### config.mk
export PLATFORM = sky130hd
export DESIGN_NAME = alu_pipe_hs
export DESIGN_NICKNAME = d
export VERILOG_FILES = /design/src/rtl/alu_pipe_hs.sv
export SDC_FILE = /design/constraint.sdc
export NUM_CORES = 1
export LEC_CHECK = 0
export ABC_CLOCK_PERIOD_IN_PS = 7300
export CAP_MARGIN = 20
export CORE_ASPECT_RATIO = 1.75
export CORE_MARGIN = 5
export CORE_UTILIZATION = 35
export CTS_BUF_LIST = sky130_fd_sc_hd__clkbuf_16
export CTS_CLUSTER_DIAMETER = 40
export DETAILED_ROUTE_END_ITERATION = 12
export DONT_BUFFER_PORTS = 1
export GPL_ROUTABILITY_DRIVEN = 0
export HOLD_SLACK_MARGIN = 0.1
export PLACE_DENSITY = 0.51
export SLEW_MARGIN = 20
export SYNTH_ARGS = -nofsm -noshare
export SYNTH_HDL_FRONTEND = slang
export SYNTH_SLANG_ARGS = --single-unit
### constraint.sdc
create_clock -name i_clock -period 7.3 [get_ports i_clock]
set_input_delay 1.825 -clock i_clock [delete_from_list [all_inputs] [get_ports i_clock]]
set_output_delay 1.825 -clock i_clock [all_outputs]
set_load 0.02 [all_outputs]
### src/rtl/alu_pipe_hs.sv
// alu_pipe_hs: 8-operation ALU with NZCV flags behind a 2-stage valid/ready
// pipeline (S1 = captured operands, S2 = registered result). Pipeline advance
// is throttled by a tick enable from a 3-bit divider (every 1/2/4/8 clocks).
// There are no derived clocks: every flop runs on i_clock.
//
// Ports:
//   i_clock, i_reset          clock, asynchronous active-high reset
//   i_enable                  0 freezes divider and pipeline advance
//   i_sel_rate[1:0]           advance rate: tick every 2**i_sel_rate clocks
//   i_valid / o_ready         operand handshake (o_ready is combinational)
//   i_op, i_data_a, i_data_b  operation code and operands
//   o_valid / i_ready         result handshake (o_valid registered)
//   o_data, o_flags           result and {N,Z,C,V}, registered
//   o_tick                    current advance strobe
module alu_pipe_hs #(
  parameter int N_BITS = 32,
  parameter int SH_W   = $clog2(N_BITS)
) (
  input  logic              i_clock,
  input  logic              i_reset,
  input  logic              i_enable,
  input  logic [1:0]        i_sel_rate,
  input  logic              i_valid,
  output logic              o_ready,
  input  logic [2:0]        i_op,
  input  logic [N_BITS-1:0] i_data_a,
  input  logic [N_BITS-1:0] i_data_b,
  output logic              o_valid,
  input  logic              i_ready,
  output logic [N_BITS-1:0] o_data,
  output logic [3:0]        o_flags,
  output logic              o_tick
);

  logic [2:0]        cnt_q, cnt_d;
  logic              s1_valid_q, s1_valid_d;
  logic [2:0]        op_q, op_d;
  logic [N_BITS-1:0] a_q, a_d, b_q, b_d;
  logic              s2_valid_q, s2_valid_d;
  logic [N_BITS-1:0] data_q, data_d;
  logic [3:0]        flags_q, flags_d;

  logic [2:0]        mask;
  logic              tick, out_free, accept, s2_load;

  // Divider: tick fires when the low i_sel_rate bits of cnt are all ones,
  // so a rate change applies from the very next comparison.
  always_comb begin
    mask = 3'b000;
    case (i_sel_rate)
      2'd0: mask = 3'b000;
      2'd1: mask = 3'b001;
      2'd2: mask = 3'b011;
      2'd3: mask = 3'b111;
      default: mask = 3'b000;
    endcase
  end

  assign tick     = i_enable & ((cnt_q & mask) == mask);
  assign out_free = ~s2_valid_q | i_ready;
  // Gate with reset so the producer sees no acceptance during reset.
  assign o_ready  = ~i_reset & tick & (~s1_valid_q | out_free);
  assign accept   = i_valid & o_ready;
  assign s2_load  = tick & out_free;

  assign o_tick   = tick;
  assign o_valid  = s2_valid_q;
  assign o_data   = data_q;
  assign o_flags  = flags_q;

  // ALU evaluated on the S1 operands.
  logic [N_BITS:0]   sum_ext, diff_ext;
  logic [SH_W-1:0]   sh_amt;
  logic [N_BITS-1:0] alu_res;
  logic              alu_c, alu_v;

  assign sum_ext  = {1'b0, a_q} + {1'b0, b_q};
  assign diff_ext = {1'b0, a_q} - {1'b0, b_q};
  assign sh_amt   = b_q[SH_W-1:0];

  always_comb begin
    alu_res = '0;
    alu_c   = 1'b0;
    alu_v   = 1'b0;
    case (op_q)
      3'b000: begin
        alu_res = sum_ext[N_BITS-1:0];
        alu_c   = sum_ext[N_BITS];
        alu_v   = (a_q[N_BITS-1] == b_q[N_BITS-1]) &&
                  (alu_res[N_BITS-1] != a_q[N_BITS-1]);
      end
      3'b001: begin
        alu_res = diff_ext[N_BITS-1:0];
        alu_c   = ~diff_ext[N_BITS];  // no borrow means a >= b
        alu_v   = (a_q[N_BITS-1] != b_q[N_BITS-1]) &&
                  (alu_res[N_BITS-1] != a_q[N_BITS-1]);
      end
      3'b010: alu_res = a_q & b_q;
      3'b011: alu_res = a_q | b_q;
      3'b100: alu_res = a_q ^ b_q;
      3'b101: alu_res = ~(a_q | b_q);
      3'b110: alu_res = a_q >> sh_amt;
      3'b111: alu_res = $signed(a_q) >>> sh_amt;
      default: alu_res = '0;
    endcase
  end

  // Next-state logic for divider and both pipeline stages.
  always_comb begin
    cnt_d      = i_enable ? cnt_q + 3'd1 : cnt_q;

    s1_valid_d = s1_valid_q;
    op_d       = op_q;
    a_d        = a_q;
    b_d        = b_q;
    if (accept) begin
      s1_valid_d = 1'b1;
      op_d       = i_op;
      a_d        = i_data_a;
      b_d        = i_data_b;
    end else if (s2_load) begin
      s1_valid_d = 1'b0;
    end

    s2_valid_d = s2_valid_q;
    data_d     = data_q;
    flags_d    = flags_q;
    if (s2_load) begin
      s2_valid_d = s1_valid_q;
      if (s1_valid_q) begin
        data_d  = alu_res;
        flags_d = {alu_res[N_BITS-1], (alu_res == '0), alu_c, alu_v};
      end
    end else if (s2_valid_q & i_ready) begin
      // Consumer pops between ticks; the output handshake is never frozen.
      s2_valid_d = 1'b0;
    end
  end

  always_ff @(posedge i_clock or posedge i_reset) begin
    if (i_reset) begin
      cnt_q      <= '0;
      s1_valid_q <= 1'b0;
      op_q       <= '0;
      a_q        <= '0;
      b_q        <= '0;
      s2_valid_q <= 1'b0;
      data_q     <= '0;
      flags_q    <= '0;
    end else begin
      cnt_q      <= cnt_d;
      s1_valid_q <= s1_valid_d;
      op_q       <= op_d;
      a_q        <= a_d;
      b_q        <= b_d;
      s2_valid_q <= s2_valid_d;
      data_q     <= data_d;
      flags_q    <= flags_d;
    end
  end

endmodule

Yosys cells after proc, flatten, opt, wreduce, memory -nomap -nowiden
Cells that the tools add are included.
{ "op_classes": {"n_addsub": 3, "n_eq_ne": 15, "shifts": 2, "muxes": 8, "bitwise": 17, "n_reduce_logical": 8} }
{ "ops": {"columns": ["op", "n"], "rows": [
  ["$pmux 32 s8", 1],
  ["$add 32x32->33", 1],
  ["$sub 32x32->33", 1],
  ["$and 32x32->32", 1],
  ["$logic_not 32->1", 1],
  ["$not 32->32", 1],
  ["$or 32x32->32", 1],
  ["$shr 32x5->32", 1],
  ["$sshr 32x5->32", 1],
  ["$xor 32x32->32", 1],
  ["$eq 3x3->1 const B", 4],
  ["$pmux 3 s4", 1],
  ["$and 1x1->1", 6],
  ["$eq 3x2->1 const B", 2],
  ["$eq 2x2->1 const B", 2],
  ["$mux 1", 4],
  ["$not 1->1", 4],
  ["$pmux 1 s2", 2],
  ["$reduce_bool 2->1", 2],
  ["$add 3x1->3 const B", 1],
  ["$and 3x3->3", 1],
  ["$eq 3x1->1 const B", 1],
  ["$eq 3x3->1", 1],
  ["$logic_not 3->1", 1],
  ["7 further kinds", 11]
]} }
{ "totals": {"reg_bits": 108, "in_bits": 74, "out_inout_bits": 39, "elab_cells": 61} }

Longest topological paths before layout
{ "logic_depth": {"ltp_word": 9, "ltp_mapped": 17, "ltp_nobuf": 15} }

Worst setup path after synthesis
No wires, ideal clock.
{ "synth_timing": {"path_kind": "input-to-output", "start": "input port i_reset", "end": "output port o_ready", "t_arrival_ns": 4.556, "slack_ns": 0.919, "cell_stages": 2, "n_path_buf": 0, "cell_sequence": "inv_1 > o211a_1"} }
{ "synth_between": {"elab_chain_len": 3} }
{ "synth_rtl": {"columns": ["element", "line", "rtl"], "rows": [
  ["start: declaration", "20", "input logic i_reset,"],
  ["$not 1->1", "62", "assign o_ready = ~i_reset & tick & (~s1_valid_q | out_free);"],
  ["$and 1x1->1 (2 in series)", "62", null],
  ["end: declaration", "24", "output logic o_ready,"]
]} }
No other way between the ends.

Worst setup path after layout
{ "layout_timing": {"start": "register b_q[2]", "end": "register flags_q[2], in the netlist o_flags[2]"} }
{ "layout_between": {"elab_chain_len": 4, "word_cells_on_any_way": 10} }
{ "layout_rtl": {"columns": ["element", "line", "rtl"], "rows": [
  ["start: declaration", "38", "logic [N_BITS-1:0] a_q, a_d, b_q, b_d;"],
  ["start signal: assignment", "146", "b_q <= '0;"],
  ["start signal: assignment", "155", "b_q <= b_d;"],
  ["branches (longest 2 deep; another with $sub 32x32->33)", null, null],
  ["$pmux 32 s8 (*)", "85", "case (op_q)"],
  ["$logic_not 32->1 (*)", "132", "flags_d = {alu_res[N_BITS-1], (alu_res == '0), alu_c, alu_v};"],
  ["end signal: assignment", "158", "flags_q <= flags_d;"],
  ["end: declaration", "41", "logic [3:0] flags_q, flags_d;"]
]} }
Every way passes the cells marked *.
A chain may end at the register's enable or synchronous reset.

==> flow_summary.toml <==
[outcome]
run_status = "complete, no violations"

[grt]
via_count_of_the_first_global_routing_pass = 12500
antenna_found_initial = 0
gr-total-overflow = 0
largest_net_degree_at_the_start_of_global_routing = 90
grt_first_pass_wirelength_mm = 78.6
track_usage_pct = 27.5

[critical_path]
startpoint_type = "flip-flop"
cell_type_group_with_the_largest_total_delay_on_the_critical_path = "compound AO/OA/AOI/OAI gates"
critical_path_peak_fanout = 53
cp_slowest_cell = "dfrtp_2"
timing.critical_path.to_type = "flip-flop"
crit-reg2reg-launch = "b_q[2]"
critical_path_arrival_ps = 5140
critical_path.cell_chain = "clkinv_1 -> ha_1 -> a211oi_1 -> o21ai_0 -> a211oi_1 -> o2111ai_1 -> a311o_1 -> a21oi_1 -> o211a_1 -> o2111a_1 -> nand4_1 -> nor4_1 -> a21o_1"
cp_common_cell = "a211oi_1"
worst_path_required_time_ps = 7650
worst-setup-path-type = "reg -> reg"
critPathMaxStageDelay_ps = 1040
worst-path-buf-inv = 1
crit_start = "b_q[2]"

[clock_network]
clock_latency_ps = 410
cts.repair_timing.setup_buffer_count = 0
ctsHoldBuffers = 0
number_of_h_tree_levels = 3
cts.root.buffer_cell = "clkbuf_16"
tritoncts = "done"
cts.repair.resized = 0
path_clk_slew_ps = 90
cts_inserted_buffers = 9
ctsLongestPathBuffers = 2
numClockSinks = 107

[sta]
max_clock_freq_mhz = 209
setup-tns-final_ps = 0
hold_viol = 0
setup_viol = 0
tightest_slew_ps = 1190
fin_skew_ps = 13.4
fin_worst_hold_slack_ps = 484
post-route-period-util_pct = 65.7
slew_headroom_pct = 19.8
rsz0062_at_grt = "false"
finalCriticalPeriod_ps = 4790
timing_max_transition_violations_final = 0

[yosys]
synthDistinctLibCells = 79
synth-warning-count = 0
netlist.top_cell.by_area = "dfrtp_1"
synth.top_cells.by_count = "nand2_1, o21ai_0, nor2_1"
syn-instance-count = 1588
number_of_flops_mapped_to_enable_cells_by_yosys = 0
yosys_register_bits = 107
synth_top_flop_cell = "dfrtp_1"
synth_top_area_share_pct = 22.3
synth_seq_area_share_pct = 22.3
synth_nets = 1761
synth_most_common_cell = "nand2_1"
avgSynthCellArea_um2 = 7.55
async_reset_ff_share_pct = 100
synth.area.top_cells = "dfrtp_1, ha_1, nand2_1"
syn_area_um2 = 12000

[layout]
final_layout_size_suffix_gt1_share_pct = 7.82
synthToLayoutAreaGrowth_pct = 4.63
finalNetCount = 1676
n_antenna_cell = 0
fillerInstances = 3666

[die]
die_y_extent_um = 255
rows = 89
die_area_um2 = 38200
i_o_pin_total = 113
floorplan.die.width_um = 150
effective_utilization_at_floorplan_pct = 35.4
design.core.area_um2 = 33900

[worst_hold_path]
min-delay-path-class = "reg -> reg"
hold_path_startpoint = "cnt_q[2]"

[route]
detail_route.first_pass.iterations = 6
viasPerCell = 6.44
remaining_drc_errors = 0
route.antenna.remaining_nets = 0
totalWireLength_mm = 53.1
drt_iter0_markers = 1367
num_vias = 12600
drt-wirelength-per-cell_um = 27.0

[place]
io_buffer_count = 0
place.detailed.hpwl_mm = 40.8

[flow_run]
max_cap_violations = 0
-- cells in the final DEF (no fill, tap or decap), types with 8 or more instances in the layout --
cell	Yosys	final
nand2_1	230	230
o21ai_0	165	165
nor2_1	122	121
a21oi_1	111	111
dfrtp_1	107	104
inv_1	102	102
ha_1	97	97
o211ai_1	34	34
nand3_1	34	33
mux2i_1	32	32
a211oi_1	28	28
a221oi_1	28	28
mux2_2	26	26
nor3_1	26	26
buf_4	3	24
mux4_2	21	21
xnor2_1	20	20
nor2b_1	19	18
nor4_1	15	15
o221ai_1	15	15
a31oi_1	13	13
or3_1	12	12
o21a_1	12	12
nand2b_1	12	11
a21o_1	11	11
nand4_1	11	11
a211o_1	10	10
o21bai_1	9	9
clkbuf_16	0	9
o31ai_1	8	8
-- path summary, 6_finish.rpt --
path | endpoint | slack, ps | cells past startpoint
min in group asynchronous | b_q[20] | 1400 | 1
setup reg to reg | o_flags[2] | 2510 | 13
max in group asynchronous | b_q[1] | 4650 | 2
setup / recovery | o_flags[2] | 2510 | 13
hold / removal | cnt_q[2] | 480 | 1
hold reg to reg | cnt_q[2] | 480 | 1
-- sequential cells by signal (all words and copies together), names as in the netlist --
register    flops
a_q            32
b_q            32
o_data         32
cnt_q           3
o_flags         3
op_q            3
o_valid         1
s1_valid_q      1
-- cells by family (layout without fill, tap and decap cells) --
| kind of cell | Yosys count | after routing | share of synthesized area [%] |
|---|---|---|---|
| AO/OA/AOI/OAI | 536 | 536 | 29.5 |
| AND/OR/NAND/NOR | 515 | 515 | 19.1 |
| buffers and inverters | 225 | 145 | 7.57 |
| flip-flops | 107 | 107 | 22.3 |
| adder cells (fa/ha/maj) | 99 | 99 | 10.5 |
| multiplexers | 80 | 80 | 9.15 |
| XOR/XNOR | 26 | 26 | 1.90 |
-- per-stage QoR --
step	setup slack, ps	instance area [um2]	instances	util, %
after floorplan	919	12000	1588	-
after global placement	2570	12300	1947	36.2
after detailed placement	2570	12300	1947	36.2
after CTS	2580	12500	1963	37.1
after global routing	2100	12500	1963	37.1
final	2510	12500	1963	37.1
-- area by class of cell --
class | count | area [um2] | share of cell area [%]
Clock inverter | 7 | 68.8 | 0.548
Sequential cell | 107 | 2680 | 21.4
Inverter | 105 | 397 | 3.16
Clock buffer | 9 | 225 | 1.79
Tap cell | 455 | 569 | 4.54
Timing Repair Buffer | 24 | 180 | 1.44
Multi-Input combinational cell | 1256 | 8430 | 67.2
-- layer usage --
| metal | global-route usage [%] | share of wire, % | vias up |
|---|---|---|---|
| met4 | 23.6 | 10 | 0 |
| met2 | 47.6 | 49 | 709 |
| met5 | 0 | 0 | - |
| li1 | - | - | 5616 |
| met1 | 28.3 | 33 | 6039 |
| met3 | 4.85 | 7.0 | 272 |
Power is left out: the tool's default activity adds up to more than one toggle a clock period on the data nets, which glitch-free logic cannot reach.
